`src/rtl/traffic_pkg.sv`:
```
`default_nettype none
// ============================================================================
// Module      : traffic_pkg
// Description : Phase encodings and shared widths for the intersection
//               right-of-way scheduler.
// Revision    : 1.0 - initial release
// ============================================================================
package traffic_pkg;

    localparam int c_phase_w = 3;

    typedef enum logic [c_phase_w-1:0] {
        A_GREEN   = 3'd0,
        A_YELLOW  = 3'd1,
        ALLRED_AB = 3'd2,
        B_GREEN   = 3'd3,
        B_YELLOW  = 3'd4,
        ALLRED_BA = 3'd5,
        PED_WALK  = 3'd6
    } state_t;

endpackage
`default_nettype wire

```
`src/rtl/traffic_phase_scheduler_if.sv`:
```
`default_nettype none
// ============================================================================
// Module      : traffic_phase_scheduler_if
// Description : Sensor inputs and lamp outputs of the phase scheduler.
// Revision    : 1.0 - initial release
// ============================================================================
interface traffic_phase_scheduler_if;
    import traffic_pkg::*;

    logic                 sa;
    logic                 sb;
    logic                 ped_req;
    logic                 preempt;
    logic                 ga;
    logic                 ya;
    logic                 ra;
    logic                 gb;
    logic                 yb;
    logic                 rb;
    logic                 walk;
    logic                 ped_pending;
    logic [c_phase_w-1:0] phase;

    modport master (
        output sa, sb, ped_req, preempt,
        input  ga, ya, ra, gb, yb, rb, walk, ped_pending, phase
    );

    modport slave (
        input  sa, sb, ped_req, preempt,
        output ga, ya, ra, gb, yb, rb, walk, ped_pending, phase
    );

endinterface
`default_nettype wire

```
`src/rtl/traffic_phase_scheduler_tick_prescaler.sv`:
```
`default_nettype none
// ============================================================================
// Module      : tick_prescaler
// Description : Free-running divider producing a one-clk tick every TICK_DIV
//               clocks.
// Revision    : 1.0 - initial release
// ============================================================================
module tick_prescaler #(
    parameter int TICK_DIV = 16
) (
    input  logic clk,
    input  logic rst,
    output logic tick
);

    localparam int                c_cnt_w = $clog2(TICK_DIV);
    localparam logic [c_cnt_w-1:0] c_last = c_cnt_w'(TICK_DIV - 1);

    logic [c_cnt_w-1:0] r_count;

    always_ff @(posedge clk) begin
        if (rst) begin
            r_count <= '0;
        end else if (r_count == c_last) begin
            r_count <= '0;
        end else begin
            r_count <= r_count + c_cnt_w'(1);
        end
    end

    assign tick = (r_count == c_last);

endmodule
`default_nettype wire

```
`src/rtl/traffic_phase_scheduler.sv`:
```
`default_nettype none
// ============================================================================
// Module      : traffic_phase_scheduler
// Description : Tick-timed two-street right-of-way scheduler with pedestrian
//               walk, all-red clearance, B max-green and emergency preempt.
// Revision    : 1.0 - initial release
// ============================================================================
module traffic_phase_scheduler
    import traffic_pkg::*;
#(
    parameter int TICK_DIV    = 16,
    parameter int MIN_GREEN_A = 6,
    parameter int MIN_GREEN_B = 5,
    parameter int MAX_GREEN_B = 12,
    parameter int YELLOW_T    = 1,
    parameter int ALLRED_T    = 1,
    parameter int WALK_T      = 4
) (
    input  logic                      clk,
    input  logic                      rst,
    traffic_phase_scheduler_if.slave  bus
);

    // Sum of all dwell limits bounds every single one, so the saturating
    // counter can always represent N-1 for any phase.
    localparam int c_max_t   = MIN_GREEN_A + MAX_GREEN_B + YELLOW_T + ALLRED_T + WALK_T;
    localparam int c_dwell_w = $clog2(c_max_t + 1);

    state_t                 r_state;
    state_t                 w_next;
    logic [c_dwell_w-1:0]   r_dwell;
    logic                   r_ped_pending;
    logic                   w_tick;

    logic w_done_min_a;
    logic w_done_min_b;
    logic w_done_max_b;
    logic w_done_yel;
    logic w_done_ar;
    logic w_done_walk;

    logic w_ga, w_ya, w_ra, w_gb, w_yb, w_rb, w_walk;

    tick_prescaler #(
        .TICK_DIV (TICK_DIV)
    ) u_prescaler (
        .clk  (clk),
        .rst  (rst),
        .tick (w_tick)
    );

    // ">=" keeps a phase exitable on any later tick once its minimum elapsed.
    assign w_done_min_a = w_tick && (r_dwell >= c_dwell_w'(MIN_GREEN_A - 1));
    assign w_done_min_b = w_tick && (r_dwell >= c_dwell_w'(MIN_GREEN_B - 1));
    assign w_done_max_b = w_tick && (r_dwell >= c_dwell_w'(MAX_GREEN_B - 1));
    assign w_done_yel   = w_tick && (r_dwell >= c_dwell_w'(YELLOW_T - 1));
    assign w_done_ar    = w_tick && (r_dwell >= c_dwell_w'(ALLRED_T - 1));
    assign w_done_walk  = w_tick && (r_dwell >= c_dwell_w'(WALK_T - 1));

    always_ff @(posedge clk) begin
        if (rst) begin
            r_state <= A_GREEN;
        end else begin
            r_state <= w_next;
        end
    end

    always_comb begin
        w_next = r_state;
        case (r_state)
            A_GREEN: begin
                if (w_done_min_a && (bus.sb || r_ped_pending) && !bus.preempt) begin
                    w_next = A_YELLOW;
                end
            end
            A_YELLOW: begin
                if (w_done_yel) begin
                    w_next = ALLRED_AB;
                end
            end
            ALLRED_AB: begin
                if (w_done_ar) begin
                    if (bus.preempt) begin
                        w_next = ALLRED_BA;
                    end else if (r_ped_pending) begin
                        w_next = PED_WALK;
                    end else begin
                        w_next = B_GREEN;
                    end
                end
            end
            B_GREEN: begin
                if (bus.preempt || w_done_max_b ||
                    (w_done_min_b && (!bus.sb || bus.sa || r_ped_pending))) begin
                    w_next = B_YELLOW;
                end
            end
            B_YELLOW: begin
                if (w_done_yel) begin
                    w_next = ALLRED_BA;
                end
            end
            ALLRED_BA: begin
                if (w_done_ar) begin
                    w_next = A_GREEN;
                end
            end
            PED_WALK: begin
                if (bus.preempt) begin
                    w_next = ALLRED_BA;
                end else if (w_done_walk) begin
                    w_next = bus.sb ? B_GREEN : ALLRED_BA;
                end
            end
            default: w_next = ALLRED_BA;
        endcase
    end

    always_ff @(posedge clk) begin
        if (rst) begin
            r_dwell <= '0;
        end else if (w_next != r_state) begin
            r_dwell <= '0;
        end else if (w_tick && (r_dwell != '1)) begin
            r_dwell <= r_dwell + c_dwell_w'(1);
        end
    end

    // Entering the walk phase serves the request and takes priority over a new press.
    always_ff @(posedge clk) begin
        if (rst) begin
            r_ped_pending <= 1'b0;
        end else if ((w_next == PED_WALK) && (r_state != PED_WALK)) begin
            r_ped_pending <= 1'b0;
        end else if (bus.ped_req && (r_state != PED_WALK)) begin
            r_ped_pending <= 1'b1;
        end
    end

    always_comb begin
        w_ga   = 1'b0;
        w_ya   = 1'b0;
        w_ra   = 1'b1;
        w_gb   = 1'b0;
        w_yb   = 1'b0;
        w_rb   = 1'b1;
        w_walk = 1'b0;
        case (r_state)
            A_GREEN:  begin w_ga = 1'b1; w_ra = 1'b0; end
            A_YELLOW: begin w_ya = 1'b1; w_ra = 1'b0; end
            B_GREEN:  begin w_gb = 1'b1; w_rb = 1'b0; end
            B_YELLOW: begin w_yb = 1'b1; w_rb = 1'b0; end
            PED_WALK: w_walk = 1'b1;
            default:  ;
        endcase
    end

    assign bus.ga          = w_ga;
    assign bus.ya          = w_ya;
    assign bus.ra          = w_ra;
    assign bus.gb          = w_gb;
    assign bus.yb          = w_yb;
    assign bus.rb          = w_rb;
    assign bus.walk        = w_walk;
    assign bus.ped_pending = r_ped_pending;
    assign bus.phase       = r_state;

endmodule
`default_nettype wire

```
`src/flat_wrapper.sv`:
```
// flat-port wrapper written by rule: the top's interface ports become plain ports
module traffic_phase_scheduler_flat import traffic_pkg::*;
#(
    parameter int TICK_DIV    = 16,
    parameter int MIN_GREEN_A = 6,
    parameter int MIN_GREEN_B = 5,
    parameter int MAX_GREEN_B = 12,
    parameter int YELLOW_T    = 1,
    parameter int ALLRED_T    = 1,
    parameter int WALK_T      = 4
)
  (clk, rst, bus_sa, bus_sb, bus_ped_req, bus_preempt, bus_ga, bus_ya, bus_ra, bus_gb, bus_yb, bus_rb, bus_walk, bus_ped_pending, bus_phase);
  traffic_phase_scheduler_if bus_i ();
  input  logic clk;
  input  logic rst;
  input wire logic [$bits(bus_i.sa)-1:0] bus_sa;
  input wire logic [$bits(bus_i.sb)-1:0] bus_sb;
  input wire logic [$bits(bus_i.ped_req)-1:0] bus_ped_req;
  input wire logic [$bits(bus_i.preempt)-1:0] bus_preempt;
  output wire logic [$bits(bus_i.ga)-1:0] bus_ga;
  output wire logic [$bits(bus_i.ya)-1:0] bus_ya;
  output wire logic [$bits(bus_i.ra)-1:0] bus_ra;
  output wire logic [$bits(bus_i.gb)-1:0] bus_gb;
  output wire logic [$bits(bus_i.yb)-1:0] bus_yb;
  output wire logic [$bits(bus_i.rb)-1:0] bus_rb;
  output wire logic [$bits(bus_i.walk)-1:0] bus_walk;
  output wire logic [$bits(bus_i.ped_pending)-1:0] bus_ped_pending;
  output wire logic [$bits(bus_i.phase)-1:0] bus_phase;
  assign bus_i.sa = bus_sa;
  assign bus_i.sb = bus_sb;
  assign bus_i.ped_req = bus_ped_req;
  assign bus_i.preempt = bus_preempt;
  assign bus_ga = bus_i.ga;
  assign bus_ya = bus_i.ya;
  assign bus_ra = bus_i.ra;
  assign bus_gb = bus_i.gb;
  assign bus_yb = bus_i.yb;
  assign bus_rb = bus_i.rb;
  assign bus_walk = bus_i.walk;
  assign bus_ped_pending = bus_i.ped_pending;
  assign bus_phase = bus_i.phase;
  traffic_phase_scheduler #(.TICK_DIV(TICK_DIV), .MIN_GREEN_A(MIN_GREEN_A), .MIN_GREEN_B(MIN_GREEN_B), .MAX_GREEN_B(MAX_GREEN_B), .YELLOW_T(YELLOW_T), .ALLRED_T(ALLRED_T), .WALK_T(WALK_T)) u_core (.clk(clk), .rst(rst), .bus(bus_i));
endmodule
```
`config.mk`:
```
export PLATFORM = sky130hd
export DESIGN_NAME = traffic_phase_scheduler_flat
export DESIGN_NICKNAME = d
export VERILOG_FILES = /design/src/rtl/traffic_pkg.sv /design/src/rtl/traffic_phase_scheduler_if.sv /design/src/rtl/traffic_phase_scheduler_tick_prescaler.sv /design/src/rtl/traffic_phase_scheduler.sv /design/src/flat_wrapper.sv
export SDC_FILE = /design/constraint.sdc
export NUM_CORES = 1
export LEC_CHECK = 0
export BUFFER_PORTS_ARGS = -buffer_cell sky130_fd_sc_hd__buf_4
export CAP_MARGIN = 20
export CORE_MARGIN = 3
export CORE_UTILIZATION = 35
export CTS_CLUSTER_SIZE = 16
export DETAILED_ROUTE_END_ITERATION = 10
export PLACE_DENSITY_LB_ADDON = 0.15
export SLEW_MARGIN = 20
export SYNTH_ARGS = -nofsm -noshare
export SYNTH_HDL_FRONTEND = slang
export SYNTH_SLANG_ARGS = --single-unit
```
`constraint.sdc`:
```
create_clock -name clk -period 3.3 [get_ports clk]
set_input_delay 0.495 -clock clk [delete_from_list [all_inputs] [get_ports clk]]
set_output_delay 0.495 -clock clk [all_outputs]
set_load 0.01 [all_outputs]
```
-- After elaboration in Yosys (flattened, before gate mapping)
Cells that the tools add are included.
- register bits: 13
- latch bits: 0
- bits in writable memories: 0
- memory bits (read-only): 0
- input port bits: 6
- memories: 0
- add/subtract/negate cells: 2
- multiply operators: 0
- div/mod/pow operators: 0
- magnitude comparators: 5
- eq/ne operators: 11
- shifts and indexed selects: 0
- multiplexer cells: 19
- bitwise operators: 0
- reduce and logical (&&, ||, !) cells: 24
- operators by type and width (cell ; count):
    3-bit two-way mux ; 11
    3-bit one-hot mux with 7 select lines ; 1
    3-bit == test (second input constant) ; 4
    1-bit logical AND ; 11
    5-bit by 3-bit >= comparator with 1-bit output (second input constant) ; 2
    2-bit OR reduction ; 5
    1-bit two-way mux ; 7
    3-bit by 2-bit == test with 1-bit output (second input constant) ; 2
    5-bit by 1-bit adder with 5-bit output (second input constant) ; 1
    5-bit by 1-bit >= comparator with 1-bit output (second input constant) ; 1
    5-bit by 2-bit >= comparator with 1-bit output (second input constant) ; 1
    5-bit by 4-bit >= comparator with 1-bit output (second input constant) ; 1
    1-bit logical OR ; 5
    5-bit inequality test (second input constant) ; 1
    4-bit by 1-bit adder with 4-bit output (second input constant) ; 1
    4-bit == test (second input constant) ; 1
    3-bit by 1-bit == test with 1-bit output (second input constant) ; 1
    3-bit logical NOT ; 1
    3-bit inequality test ; 1
    3-bit inequality test (second input constant) ; 1
    1-bit logical NOT ; 2

-- Logic depth before layout (Yosys ltp)
- word-level depth: 10
- mapped depth: 7
- gate-level depth less buffers: 7

-- Hierarchy
From an unflattened synthesis, not the netlist that was laid out.
- cell total of the unflattened synthesis: 120
- area total of the unflattened synthesis: 954.7 sq um
- modules (own cells, without submodules) (module ; instances ; cells an instance ; area each (sq um)):
    traffic_phase_scheduler ; 1 ; 105 ; 788.3
    tick_prescaler ; 1 ; 15 ; 166.4

-- Worst setup path after synthesis
Ideal clock, no wire load.
- kind: register to register
- start: register u_core.r_dwell[0]
- end: register u_core.r_dwell[3]
- setup time: 0.078 ns
- arrival: 1.581 ns
- path slack: 1.641 ns
- cell stages (with the launch flop): 8
- path through: dfxtp_1 > ha_1 > and3_1 > ha_1 > nor2_2 > nand4_1 > xnor2_1 > nor3_1
- word-level cells in the longest chain between the ends: 8
- RTL lines (item ; line ; RTL):
    start: declaration ; traffic_phase_scheduler.sv:31 ; logic [c_dwell_w-1:0] r_dwell;
    start signal: assignment ; traffic_phase_scheduler.sv:125 ; r_dwell <= r_dwell + c_dwell_w'(1);
    5-bit by 4-bit >= comparator with 1-bit output (tied with other cells) ; traffic_phase_scheduler.sv:55 ; assign w_done_max_b = w_tick && (r_dwell >= c_dwell_w'(MAX_GREEN_B - 1));
    1-bit logical AND (on tied branches) ; traffic_phase_scheduler.sv:55, traffic_phase_scheduler.sv:53, traffic_phase_scheduler.sv:54 ;
    1-bit logical OR (tied with other cells) ; traffic_phase_scheduler.sv:93 ; if (bus.preempt || w_done_max_b ||
    1-bit logical OR / 1-bit logical AND (equally long branches) ; traffic_phase_scheduler.sv:93, traffic_phase_scheduler.sv:72 ;
    3-bit two-way mux (on tied branches) ; traffic_phase_scheduler.sv:93, traffic_phase_scheduler.sv:72 ;
    3-bit one-hot mux with 7 select lines ; traffic_phase_scheduler.sv:70 ; case (r_state)
    3-bit inequality test ; traffic_phase_scheduler.sv:122 ; end else if (w_next != r_state) begin
    2-bit OR reduction (no line) ; - ;
Several ways; a longest one is shown, not always the timed one.
A chain may end at the register's enable or synchronous reset.

-- Final worst setup path
- start: register u_core.r_state[1], in the netlist u_core.bus.phase[1]
- end: output bus_rb
- word-level cells in the longest chain between the ends: 3
- RTL lines (item ; line ; RTL):
    start: declaration ; traffic_phase_scheduler.sv:29 ; state_t r_state;
    start signal: assignment ; traffic_phase_scheduler.sv:64 ; r_state <= w_next;
    3-bit by 2-bit == test with 1-bit output / 3-bit == test (equally long branches) ; traffic_phase_scheduler.sv:148 ; case (r_state)
    2-bit OR reduction (no line) * ; - ;
    1-bit two-way mux * ; traffic_phase_scheduler.sv:148 ;
    end: declaration ; flat_wrapper.sv:25 ; output wire logic [$bits(bus_i.rb)-1:0] bus_rb;
Every way passes the cells marked *; elsewhere a longest branch is shown, timed or not.

==> impl_results.md <==
- R2R setup slack: between 1 and 1.5 ns
- CTS resizes: 0
- R2r startpoint: u_core.r_dwell[0]
- Critical R2R Capture: u_core.r_dwell[3]
- Count leader, synth: dfxtp_1
- Ratio of cells with drive above 1 in the final layout: roughly a quarter
- Crit path capture type: primary output
- Die width: 58.9 um
- Cts hold-fix bufs: 0
- Total power: around 290 uW
- Initial antenna violation count: 0
- First-pass GRT wire length: about 3800 um
- Final Cycle Share: around 65%
- Most frequent cells after synthesis: dfxtp_1, nor2_1, inv_1, nand2_1, nor3_1
- # diodes: 0
- Synthesized flop and latch total: 13
- Vias in the first global route: slightly above 800
- Rel. slew slack: between 60% and 70%
- Setup TNS Final: 0 ns
- Pins Over Slew Limit: 0
- Nets: approximately 140
- Sequential-to-total area share from yosys stat: a little over a quarter
- I/O pin count: 17
- Largest net degree at the start of global routing: 14
- Critical path launch point type: flop
- Post-synth net total: ~120
- Fin. Hold Viols: 0
- Core ar.: between 0.002 and 0.003 mm^2
- VDD IR-drop max: about 190 uV
- Maximum clock frequency: 469 MHz
- Max clock buf depth: 2
- Area of the multi-input gates: around 640 um^2
- Num CTS Buffers: 3
- Hold WC Path Type: input pin to flop
- Worst setup path startpoint: u_core.bus.phase[1]
- Minimum clock period: between 2 and 2.5 ns
- RSZ-0062 raised after global routing: false
- DRC viols: 0
- Final WL: 2190 um
- CTS Sinks: 13
- Post-Syn Area: 978 um^2
- CTS tree: yes
- Global router's overall resource usage: between 10% and 20%
- Cell count after synthesis: between 100 and 150
- CP Max Fanout: 13
- Root Driver: clkbuf_4
- CTS H-tree depth: 1
- Filler cell count: between 200 and 300
- Number of synthesized flops with an enable pin: 0
- Vias post-DR: around 870
- Crit path capture: bus_rb
- Max-cap violations: 0
- Final setup viols: 0
- Pwr per Cell Area: 258 mW/mm^2
- Least-Margin Pin Slew: slightly above 0.5 ns
- Asr flop ratio synth: 0%
- DR vias/cell: approximately 5.6
- Crit path kind: flop to primary output
- Die Y: just under 60 um
- Grt total ovfl: 0
- Largest area contributor in the netlist: dfxtp_1
- Initial core utilization: 38.1%
- Dpl hpwl: 1700 um
- Lkg Pwr: 0.440 nW
- Fin Clk Skew: roughly 0.0081 ns
- Port bufs: 16
- Worst-Skew Late Latency: about 0.27 ns
- Routed wire per std cell: 14.1 um
- Synth cell types: 44
- Syn avg cell area: around 8.8 um^2
- Reg2Reg Depth: 7
- Iteration-0 DRC Markers: 33
- Post-CTS setup buffers: 0
- Die area: approximately 0.0035 mm^2
- Status: completed
- Req. time, crit path: about 2.8 ns
- Area grow syn2layout: 13.9%
- Worst-path clk slew: ~0.080 ns
- Top-area cell type share of the netlist area: roughly a quarter
- Register Area: roughly 260 um^2
- Arrival time of the worst setup path: between 1.5 and 2 ns
- Antenna Nets Post-Route: 0
- Number of cell rows: 18
- Warnings from Yosys: 0
- First-pass DRT Iterations: 4
- Hold path depth: 2
- Synth Flop Type: dfxtp_1
- Placer Congestion: around 0.78
- Synth area leaders: dfxtp_1, ha_1, nor2_1
state kept, by name (all words and copies together) (netlist names):
register / cells
u_core.u_prescaler.r_count: 4
u_core.r_dwell: 5
u_core.bus.ped_pending: 1
u_core.bus.phase: 3
where the power goes:
| part | switching [mW] | leakage [nW] | total, mW | internal [mW] |
|---|---|---|---|---|
| Clock | 0.0483 | 0.0150 | 0.0951 | 0.0468 |
| Combinational | 0.0126 | 0.320 | 0.0263 | 0.0137 |
| Sequential | 0.00515 | 0.106 | 0.166 | 0.161 |
layout by cell type, fill, tap and decap left out, drive strengths merged:
master,Yosys,routed
a211oi,3,3
a21o,2,2
a21oi,6,6
a22o,1,1
a2bb2oi,2,2
a311oi,2,2
a31oi,5,5
a41oi,1,1
and2b,1,1
and3,2,2
buf,5,16
clkbuf,1,4
dfxtp,13,13
ha,5,5
inv,7,7
mux2i,2,2
nand2,7,7
nand2b,3,3
nand3,1,1
nand4,2,2
nand4b,1,1
nor2,12,12
nor2b,2,2
nor3,7,7
nor3b,1,1
nor4b,1,1
o2111ai,2,2
o211ai,1,1
o21ai,4,4
o21bai,1,1
o22ai,1,1
o31ai,1,1
o41ai,1,1
or2,1,1
xnor2,3,3
xor2,1,1
routing by layer:
layer | part of all wire (%) | GRT usage (%) | routed length [um]
met1 | 53 | 20.4 | 1150
met2 | 42 | 20.7 | 926
met3 | 3.8 | 2.19 | 84
met4 | 1.1 | 7.12 | 23
met5 | 0 | 0 | 0
metrics by stage:
stage          cells  hold WS, ns  util (%)  cell area (um^2)  setup WS [ns]
4_1_cts          155        0.445      43.4              1110           1.15
6_report         155        0.456      43.4              1110           1.17
3_3_place_gp     151        0.466      42.4              1090           1.48
3_5_place_dp     151        0.484      42.4              1090           1.46
5_1_grt          155        0.456      43.4              1110           1.00
2_1_floorplan    111        0.452         -               978           1.64
cell type report:
class / instances / area share [%]
Tap cell: 30 / 3.37
Timing Repair Buffer: 16 / 10.8
Multi-Input combinational cell: 85 / 57.8
Inverter: 7 / 2.36
Sequential cell: 13 / 23.3
Clock buffer: 4 / 2.36
worst min path at each step:
stage | startpoint | to | slack [ns]
after detailed placement | u_core.u_prescaler.r_count[0] | u_core.u_prescaler.r_count[0] | 0.48
final | rst | u_core.bus.phase[2] | 0.46
after floorplan | u_core.u_prescaler.r_count[0] | u_core.u_prescaler.r_count[0] | 0.45
after global routing | rst | u_core.bus.phase[2] | 0.46
after CTS | rst | u_core.u_prescaler.r_count[2] | 0.44
after global placement | u_core.u_prescaler.r_count[0] | u_core.u_prescaler.r_count[0] | 0.47
cell families after synthesis:
family,count (synthesis),synth area share (%)
multiplexers,2,2.05
buffers and inverters,13,7.54
flip-flops,13,26.6
XOR/XNOR,4,3.58
AO/OA/AOI/OAI,33,29.3
AND/OR/NAND/NOR,41,24.6
adder cells (fa/ha/maj),5,6.39
worst max-delay path, cell delays in order, from the launching register on:
cell	delay (ns)
dfxtp_1	0.58
nand2b_1	0.13
nor2_1	0.42
nor2_1	0.08
buf_4	0.16
Note: power is estimated with default switching activity, not from simulation.
